**src/rtl/mod_99_preempt_sched_pkg.sv**
```systemverilog
// Shared encodings for the MAC Merge transmit scheduler: 99.5 transmit FSM
// state codes, scheduler state codes and frame-length constants.
package mod_99_preempt_sched_pkg;

  localparam int MIN_FRAME_OCT = 64;
  localparam int CRC_LEN_OCT   = 4;
  localparam int CNT_W_DEF     = 11;

  typedef enum logic [3:0] {
    TX_SEND_SMD_S  = 4'h7,
    TX_PREEMPTABLE = 4'h9,
    TX_MCRC        = 4'hA,
    TX_SEND_SMD_C  = 4'hD
  } tx_state_e;

  typedef enum logic [2:0] {
    S_IDLE    = 3'd0,
    S_EXPRESS = 3'd1,
    S_PTX     = 3'd2,
    S_PREEMPT = 3'd3,
    S_SUSPEND = 3'd4
  } sched_state_e;

endpackage

```
**src/rtl/mod_99_preempt_sched_frag_counter.sv**
```systemverilog
// Tracks octets sent in the current preemptable fragment and decides whether
// the minimum-fragment rules currently allow a preemption.
module mod_99_frag_counter
  import mod_99_preempt_sched_pkg::*;
#(
  parameter int MIN_FRAME = MIN_FRAME_OCT,
  parameter int CRC_LEN   = CRC_LEN_OCT,
  parameter int CNT_W     = CNT_W_DEF
) (
  input  logic             clk,
  input  logic             reset_begin,
  input  logic             p_active,
  input  logic [1:0]       add_frag_size,
  input  logic [CNT_W-1:0] p_remain,
  input  logic             tx_octet,
  input  logic [3:0]       tx_state,
  output logic [CNT_W-1:0] frag_cnt,
  output logic [CNT_W-1:0] min_frag,
  output logic             can_preempt
);

  function automatic logic [CNT_W-1:0] calc_min_frag(input logic [1:0] afs);
    int len;
    len = MIN_FRAME * (int'(afs) + 1) - CRC_LEN;
    return CNT_W'(len);
  endfunction

  logic smd_seen;
  logic count_en;

  assign smd_seen = (tx_state == TX_SEND_SMD_S) || (tx_state == TX_SEND_SMD_C);
  assign count_en = tx_octet && (tx_state == TX_PREEMPTABLE);

  always_ff @(posedge clk) begin
    if (reset_begin) begin
      frag_cnt <= '0;
    end else if (smd_seen) begin
      frag_cnt <= '0;
    end else if (count_en && (frag_cnt != {CNT_W{1'b1}})) begin
      frag_cnt <= frag_cnt + 1'b1;
    end
  end

  assign min_frag = calc_min_frag(add_frag_size);
  // The remainder must itself form a legal final fragment once preempted.
  assign can_preempt = p_active && (frag_cnt >= min_frag) &&
                       (p_remain >= CNT_W'(MIN_FRAME));

endmodule

```
**src/rtl/mod_99_preempt_sched.sv**
```systemverilog
// MAC Merge transmit scheduler: arbitrates express vs preemptable requests and
// drives eTx/pTX/hold/preempt for the 99.5 transmit processing state machine.
module mod_99_preempt_sched
  import mod_99_preempt_sched_pkg::*;
#(
  parameter int MIN_FRAME = MIN_FRAME_OCT,
  parameter int CRC_LEN   = CRC_LEN_OCT,
  parameter int CNT_W     = CNT_W_DEF
) (
  input  logic             clk,
  input  logic             reset_begin,
  input  logic             p_active,
  input  logic [1:0]       add_frag_size,
  input  logic             hold_req,
  input  logic             e_req,
  input  logic             e_done,
  input  logic             p_req,
  input  logic             p_cplt,
  input  logic [CNT_W-1:0] p_remain,
  input  logic             tx_octet,
  input  logic [3:0]       tx_state,
  output logic             eTx,
  output logic             pTX,
  output logic             hold,
  output logic             preempt,
  output logic [CNT_W-1:0] frag_cnt,
  output logic [2:0]       sched_state
);

  sched_state_e state, state_nxt;
  logic         p_susp, p_susp_nxt;
  logic         hold_now;
  logic         can_preempt;
  logic [CNT_W-1:0] min_frag;

  mod_99_frag_counter #(
    .MIN_FRAME (MIN_FRAME),
    .CRC_LEN   (CRC_LEN),
    .CNT_W     (CNT_W)
  ) u_frag (
    .clk           (clk),
    .reset_begin   (reset_begin),
    .p_active      (p_active),
    .add_frag_size (add_frag_size),
    .p_remain      (p_remain),
    .tx_octet      (tx_octet),
    .tx_state      (tx_state),
    .frag_cnt      (frag_cnt),
    .min_frag      (min_frag),
    .can_preempt   (can_preempt)
  );

  assign hold_now = hold_req && p_active;

  always_comb begin
    state_nxt  = state;
    p_susp_nxt = p_susp;
    unique case (state)
      S_IDLE: begin
        if (e_req) begin
          state_nxt = S_EXPRESS;
        end else if (p_req && !hold_now) begin
          state_nxt = S_PTX;
        end
      end
      S_EXPRESS: begin
        if (e_done) begin
          state_nxt = p_susp ? S_SUSPEND : S_IDLE;
        end
      end
      S_PTX: begin
        if (p_cplt) begin
          state_nxt  = S_IDLE;
          p_susp_nxt = 1'b0;
        end else if (e_req && can_preempt) begin
          state_nxt = S_PREEMPT;
        end
      end
      S_PREEMPT: begin
        // A natural frame end beats the mCRC handoff in the same cycle.
        if (p_cplt) begin
          state_nxt  = S_IDLE;
          p_susp_nxt = 1'b0;
        end else if (tx_state == TX_MCRC) begin
          state_nxt  = S_EXPRESS;
          p_susp_nxt = 1'b1;
        end
      end
      S_SUSPEND: begin
        if (p_cplt) begin
          state_nxt  = S_IDLE;
          p_susp_nxt = 1'b0;
        end else if (e_req) begin
          state_nxt = S_EXPRESS;
        end else if (!hold_now) begin
          state_nxt  = S_PTX;
          p_susp_nxt = 1'b0;
        end
      end
      default: begin
        state_nxt  = S_IDLE;
        p_susp_nxt = 1'b0;
      end
    endcase
  end

  // Outputs are decoded from the next state so they change on the same edge
  // as the state itself, keeping eTx and preempt mutually exclusive.
  always_ff @(posedge clk) begin
    if (reset_begin) begin
      state   <= S_IDLE;
      p_susp  <= 1'b0;
      eTx     <= 1'b0;
      pTX     <= 1'b0;
      hold    <= 1'b0;
      preempt <= 1'b0;
    end else begin
      state   <= state_nxt;
      p_susp  <= p_susp_nxt;
      eTx     <= (state_nxt == S_EXPRESS);
      pTX     <= (state_nxt == S_PTX) || (state_nxt == S_PREEMPT) ||
                 (state_nxt == S_SUSPEND) ||
                 ((state_nxt == S_EXPRESS) && p_susp_nxt);
      hold    <= hold_now;
      preempt <= (state_nxt == S_PREEMPT);
    end
  end

  assign sched_state = state;

endmodule
```
**config.mk**
```make
export PLATFORM = sky130hd
export DESIGN_NAME = mod_99_preempt_sched
export DESIGN_NICKNAME = d
export VERILOG_FILES = /design/src/rtl/mod_99_preempt_sched_pkg.sv /design/src/rtl/mod_99_preempt_sched_frag_counter.sv /design/src/rtl/mod_99_preempt_sched.sv
export SDC_FILE = /design/constraint.sdc
export NUM_CORES = 1
export LEC_CHECK = 0
export CAP_MARGIN = 15
export CORE_ASPECT_RATIO = 2
export CORE_MARGIN = 4
export CORE_UTILIZATION = 43
export CTS_CLUSTER_DIAMETER = 200
export CTS_CLUSTER_SIZE = 12
export DETAILED_ROUTE_END_ITERATION = 8
export PLACE_DENSITY = 0.84
export SLEW_MARGIN = 20
export SYNTH_ARGS = -nofsm -noshare
export SYNTH_HDL_FRONTEND = slang
export SYNTH_SLANG_ARGS = --single-unit
```
**constraint.sdc**
```tcl
create_clock -name clk -period 1.9 [get_ports clk]
set_input_delay 0.285 -clock clk [delete_from_list [all_inputs] [get_ports clk]]
set_output_delay 0.285 -clock clk [all_outputs]
set_load 0.05 [all_outputs]
```
[Word-level counts from Yosys, hierarchy flattened]
Cells that the tools add are included.
Word-level totals
  flip-flop bits (word level): 19
  output and inout port bits: 18
  word-level logic and storage cells: 60
Operators by class
  add/sub/neg operators: 3
  magnitude comparators: 2
  equality and inequality tests: 13
  muxes and demuxes: 19
  reductions and logical operators: 16
Operators by type and width (number)
  two-way mux 3 bit: 11
  one-hot mux 3 bit (5 select lines): 1
  equality test 3 x 2 -> 1 bit (second input constant): 4
  equality test 4 bit (second input constant): 3
  adder 11 x 1 -> 11 bit (second input constant): 1
  >= comparator 11 bit: 1
  >= comparator 11 x 7 -> 1 bit (second input constant): 1
  != test 11 bit (second input constant): 1
  subtractor 11 x 4 -> 11 bit (second input constant): 1
  logical AND 1 bit: 8
  equality test 3 x 1 -> 1 bit (second input constant): 2
  equality test 3 bit (second input constant): 2
  two-way mux 1 bit: 6
  equality test 4 x 3 -> 1 bit (second input constant): 1
  logical OR 1 bit: 4
  one-hot mux 1 bit (4 select lines): 1
  OR reduction 2 bit: 2
  adder 2 x 1 -> 3 bit (second input constant): 1
  logical NOT 3 bit: 1
  logical NOT 1 bit: 1

[Logic depth before layout (Yosys ltp)]
Gate-level depths: netlist of the first run.
  depth after elaboration: 13
  gate-level depth with buffers: 7

[Cells and area by module]
From an unflattened synthesis of the first run, not the netlist that was laid out.
Second synthesis, totals
  cell total of the unflattened synthesis: 158
  area, all modules: 1347.5 µm²
Modules (own cells, without submodules)
  mod_99_frag_counter: instances 1, cells an instance 107, area an instance 894.6 µm², sequential area each 220.2 µm²
  mod_99_preempt_sched: instances 1, cells an instance 51, area an instance 452.9 µm², sequential area each 160.2 µm²

[Worst setup path before layout of the first run]
OpenSTA, ideal clock, no wires.
  kind: register to register
  from: reg u_frag.frag_cnt[10]
  to: reg eTx
  library setup time: 0.117 ns
  arrival: 1.666 ns
  data required time: 1.783 ns
  slack: 0.116 ns
  stages on the path, launching flop included: 7
  cells stage by stage: dfxtp_1 ha_1 o211a_1 a211oi_1 a31oi_1 o21ai_2 nor2_1
Between the ends
  cells in the longest elaborated chain, start to end: 8
RTL lines
  start, declared: line mod_99_preempt_sched_frag_counter.sv:17  | output logic [CNT_W-1:0] frag_cnt,
  start signal, assigned: line mod_99_preempt_sched_frag_counter.sv:40  | frag_cnt <= frag_cnt + 1'b1;
  >= comparator 11 bit: line mod_99_preempt_sched_frag_counter.sv:46  | assign can_preempt = p_active && (frag_cnt >= min_frag) &&
  logical AND 1 bit (2 in series): line mod_99_preempt_sched_frag_counter.sv:46
  logical AND 1 bit: line mod_99_preempt_sched.sv:75  | end else if (e_req && can_preempt) begin
  two-way mux 3 bit: line mod_99_preempt_sched.sv:75
  two-way mux 3 bit: line mod_99_preempt_sched.sv:72  | if (p_cplt) begin
  one-hot mux 3 bit (5 select lines): line mod_99_preempt_sched.sv:58  | unique case (state)
  equality test 3 x 1 -> 1 bit: line mod_99_preempt_sched.sv:120  | eTx <= (state_nxt == S_EXPRESS);
  end signal, assigned: line mod_99_preempt_sched.sv:120
  end, declared: line mod_99_preempt_sched.sv:22  | output logic eTx,
No other way between the ends.
A chain may end at the register's enable or synchronous reset.

[Final worst setup path of the first run]
  from: reg u_frag.frag_cnt[8]
  to: out frag_cnt[8]
RTL lines
  end, declared: line mod_99_preempt_sched.sv:26  | output logic [CNT_W-1:0] frag_cnt,
No word-level cell between the ends.

==> results of run 1 <==
==> cells by family after synthesis <==
logic type	after synthesis	synth area share, %
adders and majority gates	6	6.68
buffers and inverters	10	4.12
muxes	2	1.78
xor gates and xnor gates	9	7.02
and+or+nand+nor	60	32.0
DFF	19	33.9
other	1	0.334
AOI/OAI and AO/OA	22	14.3
==> registers in the layout, summed over array words and instances (netlist names) <==
signal and flops:
sched_state 3, p_susp 1, preempt 1, hold 1, pTX 1, eTx 1, u_frag.frag_cnt 11
==> worst max path at each step <==
| stage | startpoint | end | cells after the start |
|---|---|---|---|
| floorplan | u_frag.frag_cnt[10]$_SDFFE_PP0P_ | eTx$_SDFF_PP0_ | 6 |
| global placement | p_remain[6] | eTx$_SDFF_PP0_ | 7 |
| detailed placement | p_remain[9] | eTx$_SDFF_PP0_ | 7 |
| CTS | u_frag.frag_cnt[8]$_SDFFE_PP0P_ | frag_cnt[8] | 1 |
| global route | u_frag.frag_cnt[8]$_SDFFE_PP0P_ | frag_cnt[8] | 1 |
| finish | u_frag.frag_cnt[8]$_SDFFE_PP0P_ | frag_cnt[8] | 1 |
==> routing by layer <==
metal	global-route usage [%]	vias up	share of wire [%]
li1	-	544	-
met1	19.2	508	39
met2	32.5	52	52
met3	1.79	8	6.2
met4	9.97	0	2.2
met5	0	-	0
==> report_power, final <==
group | total, mW | internal (mW) | switching [mW]
registers | 0.416 | 0.407 | 0.00914
logic | 0.157 | 0.0744 | 0.0827
clock network | 0.276 | 0.146 | 0.131
total | 0.850 | 0.627 | 0.223
==> stage by stage <==
step | std cells | total power [mW] | util, % | hold WS (ns) | area [um^2]
finish | 200 | 0.850 | 61.9 | 0.503 | 1570
global placement | 196 | 0.579 | 60.1 | 0.476 | 1530
floorplan | 130 | 0.510 | - | 0.357 | 1130
global route | 200 | 0.894 | 61.9 | 0.538 | 1570
detailed placement | 196 | 0.582 | 60.1 | 0.492 | 1530
CTS | 200 | 0.856 | 61.9 | 0.506 | 1570
==> layout make-up <==
class	instances	area share, %
inverter	7	1.67
timing repair buffer	41	24.4
clock buffer	3	2.63
sequential	19	24.2
multi-input combinational	101	44.6
clock inverter	1	0.318
tap	28	2.23
==> synth_stat cells (all sizes together) (2+ instances only) <==
master	instances	area share [%]
nand3	5	2.2
ha	6	6.7
and4	3	2.6
nand2b	2	1.1
o21ai	5	2.6
nand2	9	3.0
a31oi	2	1.1
inv	7	2.3
and3	2	1.1
a21o	2	1.3
xnor2	2	1.6
mux2i	2	1.8
buf	2	1.4
a21oi	4	2.1
nor2	15	5.0
nand4	6	4.7
xor2	7	5.5
nor2b	5	2.8
and2	3	1.7
dfxtp	19	34
nor3	3	1.8
==> results.txt, run 1 <==
count of instances resized after the clock tree is built: 0
number of global-route vias before repair: 1206
cell count of the worst reg-to-reg path: 7
drt first pass iters: 4
origin of the critical flop-to-flop path: u_frag.frag_cnt[9]$_SDFFE_PP0P_
Critical Path Fanout Max: 7
number of buffers added by the clock tree synthesis step: 3
critical path's slowest cell: sky130_fd_sc_hd__clkdlybuf4s50_1
multi-input logic area: 701 um^2
number of design rule violations left after detail routing: 0
Register Area: 380 um^2
final routed wire length divided by cell count: 14.5 um
GRT Total Usage: 17.9%
DIE WIDTH: 44.1 um
diode insertion count for antenna repair: 0
depth of the CTS H-tree: 1
count of flip-flops with a built-in enable after synthesis: 0
Area Overhead vs Synth: 39.9%
Crit path required time: 1.62 ns
Yosys reg bits: 19
clock tree root driver cell: sky130_fd_sc_hd__clkbuf_8
residual overflow from global routing: 0
result of the run: complete, no violations
Vias: 1112
Clock Pin Slew Worst Setup and Hold Paths: 0.07 ns
fraction of layout cells with a size suffix above 1: 14.0%
CP startpoint kind: register
Warnings, synthesis: 0
final hold vios: 0
most common cell after layout, fill and taps aside: sky130_fd_sc_hd__clkdlybuf4s50_1
Hold Crit Depth: 2
die area: 3540 um^2
post-placement setup slack: -0.0476 ns
detailed-route wire length: 2.89 mm
Final setup violation count: 0
sequential area share after synthesis: 33.9%
Post-Syn Instances: 129
summed instance area of the synthesized netlist: 1120 um^2
IR Drop Worst-Case VDD: 0.382 mV
Final Critical Period: 1.83 ns
sum of net half-perimeters after detailed placement: 2.36 mm
clk sinks: 19
number of nets in the finished design: 205
average cell area after synthesis: 8.71 um^2
number of filler cells placed in the layout: 219
actual slew at the worst max-slew pin: 0.502 ns
leading cell types in the layout, fill and taps excluded: sky130_fd_sc_hd__clkdlybuf4s50_1 (30), sky130_fd_sc_hd__dfxtp_1 (19), sky130_fd_sc_hd__nor2_1 (15)
clk_skew: 0.00654 ns
global placer's final weighted congestion: 0.870
Final ANT Viol Nets: 0
gate family responsible for the most delay along the worst path: buffers and inverters
total buffers and inverters traversed by the critical path: 1
CTS max path bufs: 2
post-CTS setup repair buffer count: 0
capture endpoint of the worst hold path: u_frag.frag_cnt[1]$_SDFFE_PP0P_
Slew Limit Headroom: 66.4%
number of antenna violations at the first check in global routing: 0
initial core utilization: 44.3%
distinct cell type count after synthesis: 46
largest net degree at the start of global routing: 12
hold path startpoint: u_frag.frag_cnt[1]$_SDFFE_PP0P_
average via count per standard cell: 5.56
final max-slew violation count: 0
initial detailed-routing violation count: 17
insertion delay of the later-clocked pin in the worst-skew pair: 0.25 ns
end of the worst register-to-register path: eTx$_SDFF_PP0_
floorplan row count: 26
wire length of the first global-routing pass: 4.92 mm
cts hold-fix bufs: 0
period utilisation layout: 96.2%
Arrival @ worst endpoint: 1.54 ns
ys flop type: sky130_fd_sc_hd__dfxtp_1
power density relative to cell area: 541 nW/um^2
post-synthesis async set-or-reset flop share: 0%
count of maximum capacitance violations: 0
Die Height: 80.3 um
area of the core: 2540 um^2
Sum Neg Setup Slack: 0 ns
CP Cell Sequence: clkdlybuf4s50_1
FF-to-FF setup slack: 0.31 ns
critical setup path kind: reg2out
boundary pin count: 44
crit end category: output port
stage delay of the slowest cell on the critical path: 0.85 ns
TritonCTS clock tree: yes
Hold/Removal Path Class: reg2reg
Port-buffer cells: 37
static leakage: 0.674 nW
RSZ-0062 raised after global routing: false
maximum achievable frequency: 547 MHz
final critical-path setup slack: 0.0726 ns
(Power assumes the default switching activity.)
==> run 2, diff against run 1 <==
SLEW_MARGIN = 15   (was 20)
==> results of run 2 <==
No change in the layout: final DEF, timing and power equal those of run 1.
